### config.mk
export PLATFORM = sky130hd
export DESIGN_NAME = dmem_lsu
export DESIGN_NICKNAME = d
export VERILOG_FILES = /design/src/rtl/dmem_lsu.sv
export SDC_FILE = /design/constraint.sdc
export NUM_CORES = 1
export LEC_CHECK = 0
export BUFFER_PORTS_ARGS = -buffer_cell sky130_fd_sc_hd__buf_2
export CAP_MARGIN = 20
export CORE_ASPECT_RATIO = 1.5
export CORE_MARGIN = 5
export CORE_UTILIZATION = 47
export CTS_BUF_LIST = sky130_fd_sc_hd__clkbuf_8 sky130_fd_sc_hd__clkbuf_16
export DETAILED_ROUTE_END_ITERATION = 6
export GPL_TIMING_DRIVEN = 1
export PLACE_DENSITY = 0.77
export SYNTH_ARGS = -nofsm -noshare
export SYNTH_HDL_FRONTEND = slang
export SYNTH_SLANG_ARGS = --single-unit
### constraint.sdc
create_clock -name clk -period 3.5 [get_ports clk]
set_input_delay 0.175 -clock clk [delete_from_list [all_inputs] [get_ports clk]]
set_output_delay 0.175 -clock clk [all_outputs]
set_load 0.1 [all_outputs]
### src/rtl/dmem_lsu.sv
// Load/store unit between the execute stage and a word-only, sync-read/sync-write Dmem.
// Handles RV32I lane select, sign/zero extension, sub-word read-modify-write and request errors.
module dmem_lsu #(
    parameter int unsigned ADDR_LIMIT = 4096
) (
    input  logic        clk,
    input  logic        rst,
    input  logic        req_valid,
    output logic        req_ready,
    input  logic        req_we,
    input  logic [2:0]  req_funct3,
    input  logic [31:0] req_addr,
    input  logic [31:0] req_wdata,
    output logic        resp_valid,
    output logic [31:0] resp_rdata,
    output logic        resp_err,
    output logic        mem_load,
    output logic        mem_store,
    output logic [31:0] mem_addr,
    output logic [31:0] mem_wdata,
    input  logic [31:0] mem_rdata
);

    localparam logic [31:0] LIMIT = 32'(ADDR_LIMIT);

    typedef enum logic [2:0] {
        S_IDLE,
        S_READ,
        S_CAPTURE,
        S_WRITE,
        S_RESP
    } state_t;

    state_t      state_q, state_d;
    logic        we_q, we_d;
    logic [2:0]  funct3_q, funct3_d;
    logic [31:0] addr_q, addr_d;
    logic [15:0] wdata_q, wdata_d;
    logic        resp_valid_q, resp_valid_d;
    logic [31:0] resp_rdata_q, resp_rdata_d;
    logic        resp_err_q, resp_err_d;
    logic        mem_load_q, mem_load_d;
    logic        mem_store_q, mem_store_d;
    logic [31:0] mem_wdata_q, mem_wdata_d;

    logic        f3_ok;
    logic        misaligned;
    logic        out_of_range;
    logic        req_error;
    logic [7:0]  lane_b;
    logic [15:0] lane_h;
    logic [31:0] load_ext;
    logic [31:0] merged;

    always_comb begin
        f3_ok = req_we ? (req_funct3 inside {3'b000, 3'b001, 3'b010})
                       : (req_funct3 inside {3'b000, 3'b001, 3'b010, 3'b100, 3'b101});
        misaligned = ((req_funct3[1:0] == 2'b01) && req_addr[0]) ||
                     ((req_funct3[1:0] == 2'b10) && (req_addr[1:0] != 2'b00));
        out_of_range = (req_addr >= LIMIT);
        req_error = !f3_ok || misaligned || out_of_range;
    end

    // Lane extraction for loads and lane merge for SB/SH, both off the captured Dmem word.
    always_comb begin
        lane_b = mem_rdata[{addr_q[1:0], 3'b000} +: 8];
        lane_h = addr_q[1] ? mem_rdata[31:16] : mem_rdata[15:0];
        unique case (funct3_q)
            3'b000:  load_ext = {{24{lane_b[7]}}, lane_b};
            3'b001:  load_ext = {{16{lane_h[15]}}, lane_h};
            3'b010:  load_ext = mem_rdata;
            3'b100:  load_ext = {24'h0, lane_b};
            3'b101:  load_ext = {16'h0, lane_h};
            default: load_ext = 32'h0;
        endcase
        merged = mem_rdata;
        if (funct3_q[0]) begin
            merged[{addr_q[1], 4'b0000} +: 16] = wdata_q;
        end else begin
            merged[{addr_q[1:0], 3'b000} +: 8] = wdata_q[7:0];
        end
    end

    always_comb begin
        state_d      = state_q;
        we_d         = we_q;
        funct3_d     = funct3_q;
        addr_d       = addr_q;
        wdata_d      = wdata_q;
        resp_rdata_d = resp_rdata_q;
        resp_err_d   = resp_err_q;
        mem_wdata_d  = mem_wdata_q;
        unique case (state_q)
            S_IDLE: begin
                if (req_valid) begin
                    we_d         = req_we;
                    funct3_d     = req_funct3;
                    addr_d       = req_addr;
                    wdata_d      = req_wdata[15:0];
                    resp_rdata_d = 32'h0;
                    resp_err_d   = 1'b0;
                    if (req_error) begin
                        resp_err_d = 1'b1;
                        state_d    = S_RESP;
                    end else if (req_we && (req_funct3 == 3'b010)) begin
                        mem_wdata_d = req_wdata;
                        state_d     = S_WRITE;
                    end else begin
                        state_d = S_READ;
                    end
                end
            end
            S_READ:    state_d = S_CAPTURE;
            S_CAPTURE: begin
                if (we_q) begin
                    mem_wdata_d = merged;
                    state_d     = S_WRITE;
                end else begin
                    resp_rdata_d = load_ext;
                    state_d      = S_RESP;
                end
            end
            S_WRITE:   state_d = S_RESP;
            S_RESP:    state_d = S_IDLE;
            default:   state_d = S_IDLE;
        endcase
        // Outputs are registered from the next state so they line up with it.
        resp_valid_d = (state_d == S_RESP);
        mem_load_d   = (state_d == S_READ);
        mem_store_d  = (state_d == S_WRITE);
    end

    always_ff @(posedge clk or posedge rst) begin
        if (rst) begin
            state_q      <= S_IDLE;
            we_q         <= 1'b0;
            funct3_q     <= 3'b000;
            addr_q       <= 32'h0;
            wdata_q      <= 16'h0;
            resp_valid_q <= 1'b0;
            resp_rdata_q <= 32'h0;
            resp_err_q   <= 1'b0;
            mem_load_q   <= 1'b0;
            mem_store_q  <= 1'b0;
            mem_wdata_q  <= 32'h0;
        end else begin
            state_q      <= state_d;
            we_q         <= we_d;
            funct3_q     <= funct3_d;
            addr_q       <= addr_d;
            wdata_q      <= wdata_d;
            resp_valid_q <= resp_valid_d;
            resp_rdata_q <= resp_rdata_d;
            resp_err_q   <= resp_err_d;
            mem_load_q   <= mem_load_d;
            mem_store_q  <= mem_store_d;
            mem_wdata_q  <= mem_wdata_d;
        end
    end

    assign req_ready  = (state_q == S_IDLE);
    assign resp_valid = resp_valid_q;
    assign resp_rdata = resp_rdata_q;
    assign resp_err   = resp_err_q;
    assign mem_load   = mem_load_q;
    assign mem_store  = mem_store_q;
    assign mem_addr   = {addr_q[31:2], 2'b00};
    assign mem_wdata  = mem_wdata_q;

endmodule

==> impl_results.md <==
- Setup bufs post-CTS: 0
- Top cell type by total area after synthesis: dfrtp_1
- Count leader, synth: dfrtp_1
- Clock group share of total power: 0.394
- Detailed Place HPWL: between 10000 and 15000 µm
- Worst r2r path cells: 6
- Worst Path Arrival: roughly 3 ns
- Hold crit path type: primary input to register
- CTS Sinks: 123
- Kind of critical path: register to register
- CTS Hold Bufs: 11
- NetSw: about 1.6 mW
- Switch share: 0.347
- Cells after DPL: 892
- Placeable Area: 0.0140 mm²
- Max Freq: roughly 360 MHz
- DRC violations left: 0
- Status: completed
- WHS Path Cells: 2
- H-tree depth: 4
- 1st-iter DRT viols: 401
- Seq pwr share: 0.349
- Max incr delay on CP: 0.70 ns
- DRT Wirelength: 20200 µm
- Max VDD drop: about 0.41 mV
- Share of cells above drive strength 1: 0.454
- Synth area leaders: dfrtp_1 46%, mux2_2 8.8%, a221o_1 7.2%
- Vias: 5590
- Number of gates resized after cts: 0
- Net count, final: 840
- Die width: roughly 110 µm
- Post-synthesis cell type count: 42
- Final Total Pwr: approximately 4.7 mW
- Cell Chain, Critical Path: or3b_4 -> or2_4 -> o211ai_2 -> a21boi_4 -> buf_4 -> mux2_2
- Slew headroom: 0.343
- Root buf cell: clkbuf_16
- Cell Area, Synth: between 0.006 and 0.007 mm²
- Gpl congestion: 0.863
- Latest clock arrival within the worst-skew pair: 0.41 ns
- Register area share after synthesis: 0.461
- Int Power: 3.07 mW
- Area growth from synthesis to layout: 24.9%
- Setup violations, final: 0
- Final min period: between 2 and 3 ns
- Crit start category: register
- Clock-pin slew on the worst setup and hold paths: 0.06 ns
- Gr usage total: 0.241
- Antenna violations before repair: 2
- IO buf count: 201
- Max FO, Critical Path: 66
- Unrepaired setup endpoints after global routing: no
- Skew final: just over 0.009 ns
- Comb pwr share: 0.257
- DR vias/cell: 5.97
- Starting Density: 0.477
- Synth top cells by count: 123 x dfrtp_1, 52 x mux2_2, 48 x a221o_1
- Non-Filler Instances: ~940
- Number of max-cap violations: 0
- I/O pin cnt: 204
- CP required: about 3.8 ns
- Yosys top cell area share: 0.461
- Reg-to-reg setup timing slack: 0.75 ns
- Diode count: 0
- Lkg Pwr: 4.21 nW
- Post-synth ARST share: 1.00
- CTS tree: done
- Worst path buffer plus inverter count: 1
- Pwr dens: 564 mW/mm²
- Critical path's slowest cell: or3b_4
- Fin util: 0.596
- FP Rows: 53
- Die H: 156 µm
- Inserted Clock Buffers: 17
- Final hold vios: 0
- Global route total overflow: 0
- DRT Pass-1 Iters: 6
- Final ANT Viol Nets: 0
- Pins Over Slew Limit: 0
- Buffers from clock root to sink, at most: 2
- Number of synthesized register bits: 123
- Measured slew at the worst slew-check pin: 0.978 ns
- Vias in the first global route: 5764
- Die ar.: between 0.015 and 0.02 mm²
- Final worst path period share: 0.786
- Post-Syn Instances: around 560
- Critical Path Sink Type: register
- EDFF count, synth: 0
- Syn avg cell area: 11.9 µm²
- Post-synth top flop: dfrtp_1
- Setup TNS: 0 ns
- Critical Path Stages: 6
- Post-DR wirelength/cell: 21.6 µm
- Pin count of the biggest net entering global routing: 112
- Synth Warn #: 0
- Global-route wire length before repair: 30900 µm
- Critical path's top delay family: simple AND/OR/NAND/NOR gates
path summary, 6_finish.rpt:
kind / startpoint / end
min in group asynchronous: rst / addr_q[27]$_DFFE_PP0P_
max in group asynchronous: rst / addr_q[1]$_DFFE_PP0P_
min reg2reg: resp_rdata[4]$_DFFE_PP0P_ / resp_rdata[4]$_DFFE_PP0P_
min: req_addr[7] / addr_q[7]$_DFFE_PP0P_
max: state_q[2]$_DFF_PP0_ / mem_wdata[30]$_DFFE_PP0P_
max reg2reg: state_q[2]$_DFF_PP0_ / mem_wdata[30]$_DFFE_PP0P_
state kept, by name, indices dropped and copies added (netlist names):
name / cells
addr_q: 32
mem_wdata: 32
resp_rdata: 32
wdata_q: 16
funct3_q: 3
state_q: 3
mem_load: 1
mem_store: 1
resp_err: 1
resp_valid: 1
we_q: 1
power by group through the flow:
stage | sequential, mW | clock [mW] | combinational, mW
6_report | 1.64 | 1.85 | 1.21
5_1_grt | 1.65 | 1.96 | 1.27
4_1_cts | 1.67 | 1.89 | 1.17
3_5_place_dp | 1.69 | 0 | 1.15
3_3_place_gp | 1.68 | 0 | 1.13
2_1_floorplan | 1.62 | 0 | 1.02
metrics by stage:
step | cell area, µm² | hold WS, ns | setup WS, ns
after detailed placement | 7570 | 0.103 | 0.758
after CTS | 8310 | 0.000225 | 0.743
final | 8340 | 0.0136 | 0.750
after global placement | 7570 | 0.0921 | 0.850
after floorplan | 6680 | 0.292 | 0.0541
after global routing | 8340 | 0.00360 | 0.609
placed cells by master (no fill, tap or decap), types with 3 or more instances in the layout:
| cell type | instances |
|---|---|
| mux2_4 | 29 |
| a21oi_1 | 35 |
| nor2_1 | 14 |
| inv_1 | 8 |
| nor3_1 | 3 |
| buf_2 | 201 |
| nand2b_1 | 3 |
| o21ai_0 | 24 |
| a221oi_1 | 15 |
| buf_4 | 4 |
| bufinv_16 | 4 |
| clkinv_4 | 7 |
| ha_1 | 5 |
| nand2_1 | 31 |
| clkbuf_16 | 17 |
| mux2_2 | 52 |
| mux2i_1 | 39 |
| a22o_1 | 32 |
| dlygate4sd3_1 | 11 |
| a221o_1 | 48 |
| nor4_1 | 5 |
| nor2_2 | 3 |
| dfrtp_1 | 121 |
cell families after synthesis:
logic type	after synthesis	share of synthesized area
multiplexers	121	0.215
AO/OA/AOI/OAI	161	0.191
adder cells (fa/ha/maj)	5	0.00937
AND/OR/NAND/NOR	71	0.0540
flip-flops	123	0.461
buffers and inverters	80	0.0693
other	1	0.000562
routing by layer:
metal | track usage | routed length (µm) | vias to the layer above
met5 | 0 | 19 | -
met4 | 0.135 | 1060 | 4
met3 | 0.0555 | 1460 | 75
met2 | 0.424 | 10600 | 281
met1 | 0.264 | 7110 | 2770
li1 | - | - | 2460
layout make-up:
type                    instances  area (µm²)
clock buffers                  17         425
flip-flops and latches        123        3080
repair buffers                219        1200
multi-input cells             360        3150
well taps                     192         240
fillers                      1126        5650
inverters                      11        43.8
clock inverters                14         199
Power figures use the tool's default switching activity.
